<file path="config.mk">
export PLATFORM = sky130hd
export DESIGN_NAME = fpu_round
export DESIGN_NICKNAME = d
export VERILOG_FILES = /design/src/rtl/fpu_pkg.sv /design/src/rtl/fpu_round_inc.sv /design/src/rtl/fpu_round.sv
export SDC_FILE = /design/constraint.sdc
export NUM_CORES = 1
export LEC_CHECK = 0
export ABC_CLOCK_PERIOD_IN_PS = 5800
export BUFFER_PORTS_ARGS = -buffer_cell sky130_fd_sc_hd__buf_4
export CAP_MARGIN = 10
export CORE_MARGIN = 8
export CORE_UTILIZATION = 50
export CTS_CLUSTER_SIZE = 24
export DETAILED_ROUTE_END_ITERATION = 7
export HOLD_SLACK_MARGIN = 0.1
export PLACE_DENSITY = 0.74
export SLEW_MARGIN = 25
export SYNTH_ARGS = -nofsm -noshare
export SYNTH_HDL_FRONTEND = slang
export SYNTH_SLANG_ARGS = --single-unit
</file>
<file path="constraint.sdc">
create_clock -name clk_i -period 5.8 [get_ports clk_i]
set_input_delay 0.58 -clock clk_i [delete_from_list [all_inputs] [get_ports clk_i]]
set_output_delay 0.58 -clock clk_i [all_outputs]
set_load 0.01 [all_outputs]
</file>
<file path="src/rtl/fpu_pkg.sv">
// Shared FPU definitions: rounding modes, flag bit positions, packing constants
// and the normalized-operand packet handed from fpu_norm to fpu_round.
package fpu_pkg;

    // RISC-V rm encoding; 101-111 are not listed and fall back to RNE downstream.
    typedef enum logic [2:0] {
        RmRne = 3'b000,
        RmRtz = 3'b001,
        RmRdn = 3'b010,
        RmRup = 3'b011,
        RmRmm = 3'b100
    } rm_e;

    // Bit positions inside the 5-bit {NV,DZ,OF,UF,NX} flag vector.
    localparam int unsigned FlagNv = 4;
    localparam int unsigned FlagDz = 3;
    localparam int unsigned FlagOf = 2;
    localparam int unsigned FlagUf = 1;
    localparam int unsigned FlagNx = 0;

    localparam logic [31:0] Qnan         = 32'h7FC0_0000;
    localparam logic [7:0]  InfExp       = 8'hFF;
    localparam logic [30:0] MaxFiniteMag = 31'h7F7F_FFFF;
    localparam int unsigned ExpBias      = 127;

    typedef struct packed {
        logic        sign;
        logic [9:0]  exp;   // biased, two's complement
        logic [26:0] mant;  // [26] hidden, [25:3] fraction, [2] G, [1] R, [0] S
        logic        nan;
        logic        inf;
        logic        zero;
        logic        nv;
    } norm_pkt_t;

endpackage

</file>
<file path="src/rtl/fpu_round_inc.sv">
// Round-increment decision and inexact detection for one normalized operand.
module fpu_round_inc
    import fpu_pkg::*;
(
    input  logic       sign_i,
    input  logic [2:0] rm_i,
    input  logic       lsb_i,
    input  logic [2:0] grs_i,
    input  logic       finite_i,
    output logic       inc_o,
    output logic       nx_o
);

    logic g, r, s;

    assign g = grs_i[2];
    assign r = grs_i[1];
    assign s = grs_i[0];

    // Per-mode increment; unlisted encodings behave as round-to-nearest-even.
    always_comb begin
        inc_o = 1'b0;
        case (rm_i)
            RmRtz:   inc_o = 1'b0;
            RmRdn:   inc_o = sign_i & (g | r | s);
            RmRup:   inc_o = ~sign_i & (g | r | s);
            RmRmm:   inc_o = g;
            default: inc_o = g & (r | s | lsb_i);
        endcase
    end

    assign nx_o = finite_i & (g | r | s);

endmodule

</file>
<file path="src/rtl/fpu_round.sv">
// Two-stage round/pack pipeline with valid/ready handshake and sticky fflags.
// S1 rounds and registers; S2 packs the IEEE single result and per-op flags.
module fpu_round
    import fpu_pkg::*;
(
    input  logic        clk_i,
    input  logic        rst_ni,
    input  logic        norm_valid_i,
    output logic        norm_ready_o,
    input  logic        norm_sign_i,
    input  logic [9:0]  norm_exp_i,
    input  logic [26:0] norm_mant_i,
    input  logic        norm_nan_i,
    input  logic        norm_inf_i,
    input  logic        norm_zero_i,
    input  logic        norm_nv_i,
    input  logic [2:0]  rm_i,
    output logic        res_valid_o,
    input  logic        res_ready_i,
    output logic [31:0] res_data_o,
    output logic [4:0]  res_flags_o,
    input  logic        fflags_clr_i,
    output logic [4:0]  fflags_o
);

    norm_pkt_t in_pkt;

    // Gather the upstream fields into the shared packet type.
    always_comb begin
        in_pkt.sign = norm_sign_i;
        in_pkt.exp  = norm_exp_i;
        in_pkt.mant = norm_mant_i;
        in_pkt.nan  = norm_nan_i;
        in_pkt.inf  = norm_inf_i;
        in_pkt.zero = norm_zero_i;
        in_pkt.nv   = norm_nv_i;
    end

    logic s1_valid_q, s2_valid_q;
    logic s1_adv, s2_adv, in_fire, out_fire;

    assign s2_adv       = ~s2_valid_q | res_ready_i;
    assign s1_adv       = ~s1_valid_q | s2_adv;
    assign norm_ready_o = s1_adv;
    assign in_fire      = norm_valid_i & s1_adv;
    assign out_fire     = s2_valid_q & res_ready_i;

    logic               inc, nx, finite;
    logic [24:0]        mant_rnd;
    logic signed [10:0] exp_rnd;

    assign finite = ~(in_pkt.nan | in_pkt.inf | in_pkt.zero);

    fpu_round_inc u_inc (
        .sign_i   (in_pkt.sign),
        .rm_i     (rm_i),
        .lsb_i    (in_pkt.mant[3]),
        .grs_i    (in_pkt.mant[2:0]),
        .finite_i (finite),
        .inc_o    (inc),
        .nx_o     (nx)
    );

    // Carry-out in bit 24 bumps the exponent; the matching right shift happens at pack.
    assign mant_rnd = {1'b0, in_pkt.mant[26:3]} + {24'd0, inc};
    assign exp_rnd  = {in_pkt.exp[9], in_pkt.exp} + {10'd0, mant_rnd[24]};

    logic               s1_sign_q, s1_nan_q, s1_inf_q, s1_zero_q, s1_nv_q, s1_nx_q;
    logic signed [10:0] s1_exp_q;
    logic [24:0]        s1_mant_q;
    logic [2:0]         s1_rm_q;

    // S1: capture the rounded operand on an input handshake.
    always_ff @(posedge clk_i or negedge rst_ni) begin
        if (!rst_ni) begin
            s1_valid_q <= 1'b0;
            s1_sign_q  <= 1'b0;
            s1_exp_q   <= '0;
            s1_mant_q  <= '0;
            s1_nan_q   <= 1'b0;
            s1_inf_q   <= 1'b0;
            s1_zero_q  <= 1'b0;
            s1_nv_q    <= 1'b0;
            s1_nx_q    <= 1'b0;
            s1_rm_q    <= '0;
        end else begin
            if (s1_adv) s1_valid_q <= norm_valid_i;
            if (in_fire) begin
                s1_sign_q <= in_pkt.sign;
                s1_exp_q  <= exp_rnd;
                s1_mant_q <= mant_rnd;
                s1_nan_q  <= in_pkt.nan;
                s1_inf_q  <= in_pkt.inf;
                s1_zero_q <= in_pkt.zero;
                s1_nv_q   <= in_pkt.nv;
                s1_nx_q   <= nx;
                s1_rm_q   <= rm_i;
            end
        end
    end

    logic        ovf, unf, max_fin;
    logic [22:0] frac;
    logic [31:0] pack_data;
    logic [4:0]  pack_flags;

    assign ovf     = (s1_exp_q >= 11'sd255);
    assign unf     = (s1_exp_q <= 11'sd0);
    assign frac    = s1_mant_q[24] ? s1_mant_q[23:1] : s1_mant_q[22:0];
    // Modes rounding toward zero for this sign saturate to max finite instead of inf.
    assign max_fin = (s1_rm_q == RmRtz) | ((s1_rm_q == RmRdn) & ~s1_sign_q) |
                     ((s1_rm_q == RmRup) & s1_sign_q);

    // Pack the S1 contents into an IEEE single result and its flags.
    always_comb begin
        pack_data          = {s1_sign_q, s1_exp_q[7:0], frac};
        pack_flags         = '0;
        pack_flags[FlagNv] = s1_nv_q;
        if (s1_nan_q) begin
            pack_data = Qnan;
        end else if (s1_inf_q) begin
            pack_data = {s1_sign_q, InfExp, 23'd0};
        end else if (s1_zero_q) begin
            pack_data = {s1_sign_q, 31'd0};
        end else if (ovf) begin
            pack_data          = max_fin ? {s1_sign_q, MaxFiniteMag} : {s1_sign_q, InfExp, 23'd0};
            pack_flags[FlagOf] = 1'b1;
            pack_flags[FlagNx] = 1'b1;
        end else if (unf) begin
            pack_data          = {s1_sign_q, 31'd0};
            pack_flags[FlagUf] = 1'b1;
            pack_flags[FlagNx] = 1'b1;
        end else begin
            pack_flags[FlagNx] = s1_nx_q;
        end
    end

    logic [31:0] res_data_q;
    logic [4:0]  res_flags_q;

    // S2: result register, held while downstream stalls.
    always_ff @(posedge clk_i or negedge rst_ni) begin
        if (!rst_ni) begin
            s2_valid_q  <= 1'b0;
            res_data_q  <= '0;
            res_flags_q <= '0;
        end else if (s2_adv) begin
            s2_valid_q <= s1_valid_q;
            if (s1_valid_q) begin
                res_data_q  <= pack_data;
                res_flags_q <= pack_flags;
            end
        end
    end

    assign res_valid_o = s2_valid_q;
    assign res_data_o  = res_data_q;
    assign res_flags_o = res_flags_q;

    logic [4:0] fflags_d, fflags_q;

    // Clear wins over the old contents but not over the op retiring in the same cycle.
    always_comb begin
        fflags_d = fflags_q;
        if (fflags_clr_i) fflags_d = '0;
        if (out_fire) fflags_d = fflags_d | res_flags_q;
    end

    // Sticky flag accumulator.
    always_ff @(posedge clk_i or negedge rst_ni) begin
        if (!rst_ni) fflags_q <= '0;
        else         fflags_q <= fflags_d;
    end

    assign fflags_o = fflags_q;

endmodule

</file>
==> flow_summary.toml <==
[logic_synthesis]
synth_top_area_share_pct = 48.29
synth_area_leaders = "dfrtp_1 48%, nand2_1 6.4%, mux2i_1 5.3%, a22o_1 4.7%, o21ai_0 3.9%"
yosysWarnings = 0
netlist_instances = 461
synth_edf_count = 0
netlist_area_mm2 = 0.004508
seq_area_frac_synth_pct = 48.29
ys_ff_latch = 87
synthArstFlopShare_pct = 100.0
syn_area_per_cell_um2 = 9.779
ys.flop_type = "dfrtp_1"
synthDistinctLibCells = 49
synth_area_leader_cell = "dfrtp_1"

[routing]
drcViolationCount = 0
vias = 3662
antenna_left = 0
wirelength_mm = 10.72
avgViaCountPerCell = 5.643
first_iter_violations = 182
drt-wirelength-per-cell_um = 16.52
dr.pass1.iters = 4

[die]
initial_core_util_pct = 51.69
die_w_um = 111.0
ios = 94
die_area_mm2 = 0.01231
rows = 34
die_h_um = 111.0
core_mm2 = 0.008721

[layout]
layout.nets = 591
mostFrequentLayoutCell = "buf_4"
drive_gt1_share_pct = 22.92
syn2layout_area_growth_pct = 20.46
antenna_cells = 0
n_fill_cell = 723
layout_common_cells = "91 x buf_4, 86 x dfrtp_1, 77 x nand2_1"
final_cells = 649

[timing]
fin_worst_skew_ns = 0.01334
setup_viol = 0
hold_viol_final = 0
setup_tns_ns = 0
fin_crit_ns = 3.201
clock.fmax_mhz = 312.4
fin_crit_sh_pct = 55.20
grt_setup_unrepaired = "no"
worst_pin_slew_ns = 0.9270
fin_ws_ns = 2.599
maxSlewViolCount = 0
slew_headroom_pct = 38.20

[setup_path]
rr_startpoint = "s1_exp_q[10]"
crit_arrival_ns = 3.40
worst_path_most_repeated_cell = "ha_1"
regToRegSetupSlack_ns = 3.05
cp_max_fo = 7
cp_top_family = "adder cells"
setup.worst_path.start_class = "primary input"
crit_slowest_cell = "or3_1"
r2r_cells = 4
slowest_delay_ns = 0.36
reg2reg_to = "res_data_o[12]"
endpoint_kind = "flip-flop"
crit_type = "primary input to flip-flop"
path_cells = "buf_4 -> or3_1 -> maj3_1 -> nand2_1 -> o21ai_0 -> ha_1 -> ha_1 -> and3_1 -> nand2_1 -> nor3_1 -> ha_1 -> ha_1 -> nand3_1 -> nor2_1 -> xnor2_1 -> o21ai_0"
critical_path.n_buffers_inverters = 1
cp.required_ns = 6.00

[clocking]
cts_made_buffers = 9
cts_setup_buffers = 0
hold_buffers = 0
cts_tree = "yes"
cts-resized-gates = 0
cts_sinks = 87
cts_buffer_depth = 2
htreeDepth = 3
clockRootBuffer = "clkbuf_8"
worstSkewPairLatency_ns = 0.35
path_clk_slew_ns = 0.08

[job]
drv_cap = 0

[global_routing]
grt_max_degree = 88
antenna_found_initial = 0
grt.overflow.total = 0
grt_pass1_vias = 3616
grt_pass1_wl_mm = 17.93
grt_usage_pct = 17.10

[pwr]
cellPowerDensity_mw_per_mm2 = 294.6
vdd_ir_drop_max_uv = 146.5
leakage_uw = 0.002381
p_total_uw = 1600

[place]
detailed_place_hpwl_mm = 8.093
post-place-ws_ns = 2.203
dp_cells = 633
gp_congestion = 0.8384
portBuffers = 91

[run_status]
outcome = "completed"

[worst_hold_path]
min_path_type = "primary input to async pin"
[metrics by stage]
stage,area [µm²],hold slack [ns],util [%]
4_1_cts,5429,0.3068,62.25
5_1_grt,5430,0.3269,62.27
6_report,5430,0.2667,62.27
2_1_floorplan,4512,0.2844,-
3_5_place_dp,5211,0.4570,59.76
3_3_place_gp,5206,0.4533,59.70
[state kept, by name (all words and copies together) (netlist names)]
name,cells
res_flags_o,4
s1_nv_q,1
s1_zero_q,1
s1_mant_q,25
s1_nx_q,1
s1_inf_q,1
fflags_o,4
s1_sign_q,1
s1_rm_q,3
res_valid_o,1
s1_nan_q,1
s1_valid_q,1
s1_exp_q,11
res_data_o,32
[synthesized netlist by cell type, types with 2 or more instances]
cell type,count
buf_4,4
or4_1,6
nand3b_1,3
a31oi_1,7
or3_1,6
nor2_1,15
xnor2_1,10
or3_2,2
mux2_2,2
o221a_2,6
o31ai_1,4
buf_1,2
nor4_1,6
and4_1,4
a21oi_1,2
inv_1,7
and3_1,3
clkbuf_1,22
nor2b_1,8
dfrtp_1,87
ha_1,5
nand4_1,7
a22o_1,24
nand2b_1,3
o22ai_1,22
mux2i_1,24
and2_1,2
nand3_1,23
o21ai_0,35
nor3_1,3
nand2_1,77
xor2_1,13
[where the power goes]
group / total, µW / switching, µW / internal [µW]
sequential: 775 / 77.2 / 698
clock: 445 / 210 / 235
combinational: 380 / 195 / 186
total: 1600 / 482 / 1120
[layout make-up]
| cell class | count | area [µm²] | area share (%) |
|---|---|---|---|
| tap | 108 | 135.1 | 2.488 |
| multi-input combinational | 339 | 2178 | 40.12 |
| clock buffer | 12 | 165.2 | 3.041 |
| clock inverter | 4 | 52.55 | 0.9677 |
| inverter | 7 | 26.28 | 0.4839 |
| sequential | 87 | 2178 | 40.12 |
| timing repair buffer | 92 | 694.4 | 12.79 |
[layer usage]
| metal | vias to the layer above | wire length, µm | share of wire [%] | track usage, % |
|---|---|---|---|---|
| li1 | 1835 | - | - | - |
| met1 | 1711 | 5093 | 48 | 23.54 |
| met2 | 101 | 4750 | 44 | 25.72 |
| met3 | 15 | 686 | 6.4 | 3.680 |
| met4 | 0 | 190 | 1.8 | 6.306 |
| met5 | - | 0 | 0 | 0 |
[worst max-delay path by stage]
stage,to,start,depth (start not counted),slack (ns)
6_report,s1_exp_q[6],norm_mant_i[3],16,2.60
5_1_grt,s1_exp_q[9],norm_mant_i[3],15,2.36
4_1_cts,s1_exp_q[6],norm_mant_i[3],16,2.58
3_5_place_dp,s1_exp_q[6],norm_mant_i[3],16,2.20
3_3_place_gp,s1_exp_q[10],norm_mant_i[3],16,2.32
2_1_floorplan,s1_exp_q[6],norm_mant_i[3],16,2.53
[cell families (layout without fill, tap and decap cells)]
group	Yosys count	after routing	share of synthesized area (%)
AOI/OAI and AO/OA	108	108	16.76
muxes	26	26	5.828
other	1	2	0.08318
DFF	87	87	48.29
buffers and inverters	36	115	3.497
adders and majority gates	6	6	1.610
xor gates and xnor gates	23	23	4.468
and+or+nand+nor	174	174	19.46
Power figures use the tool's default switching activity.
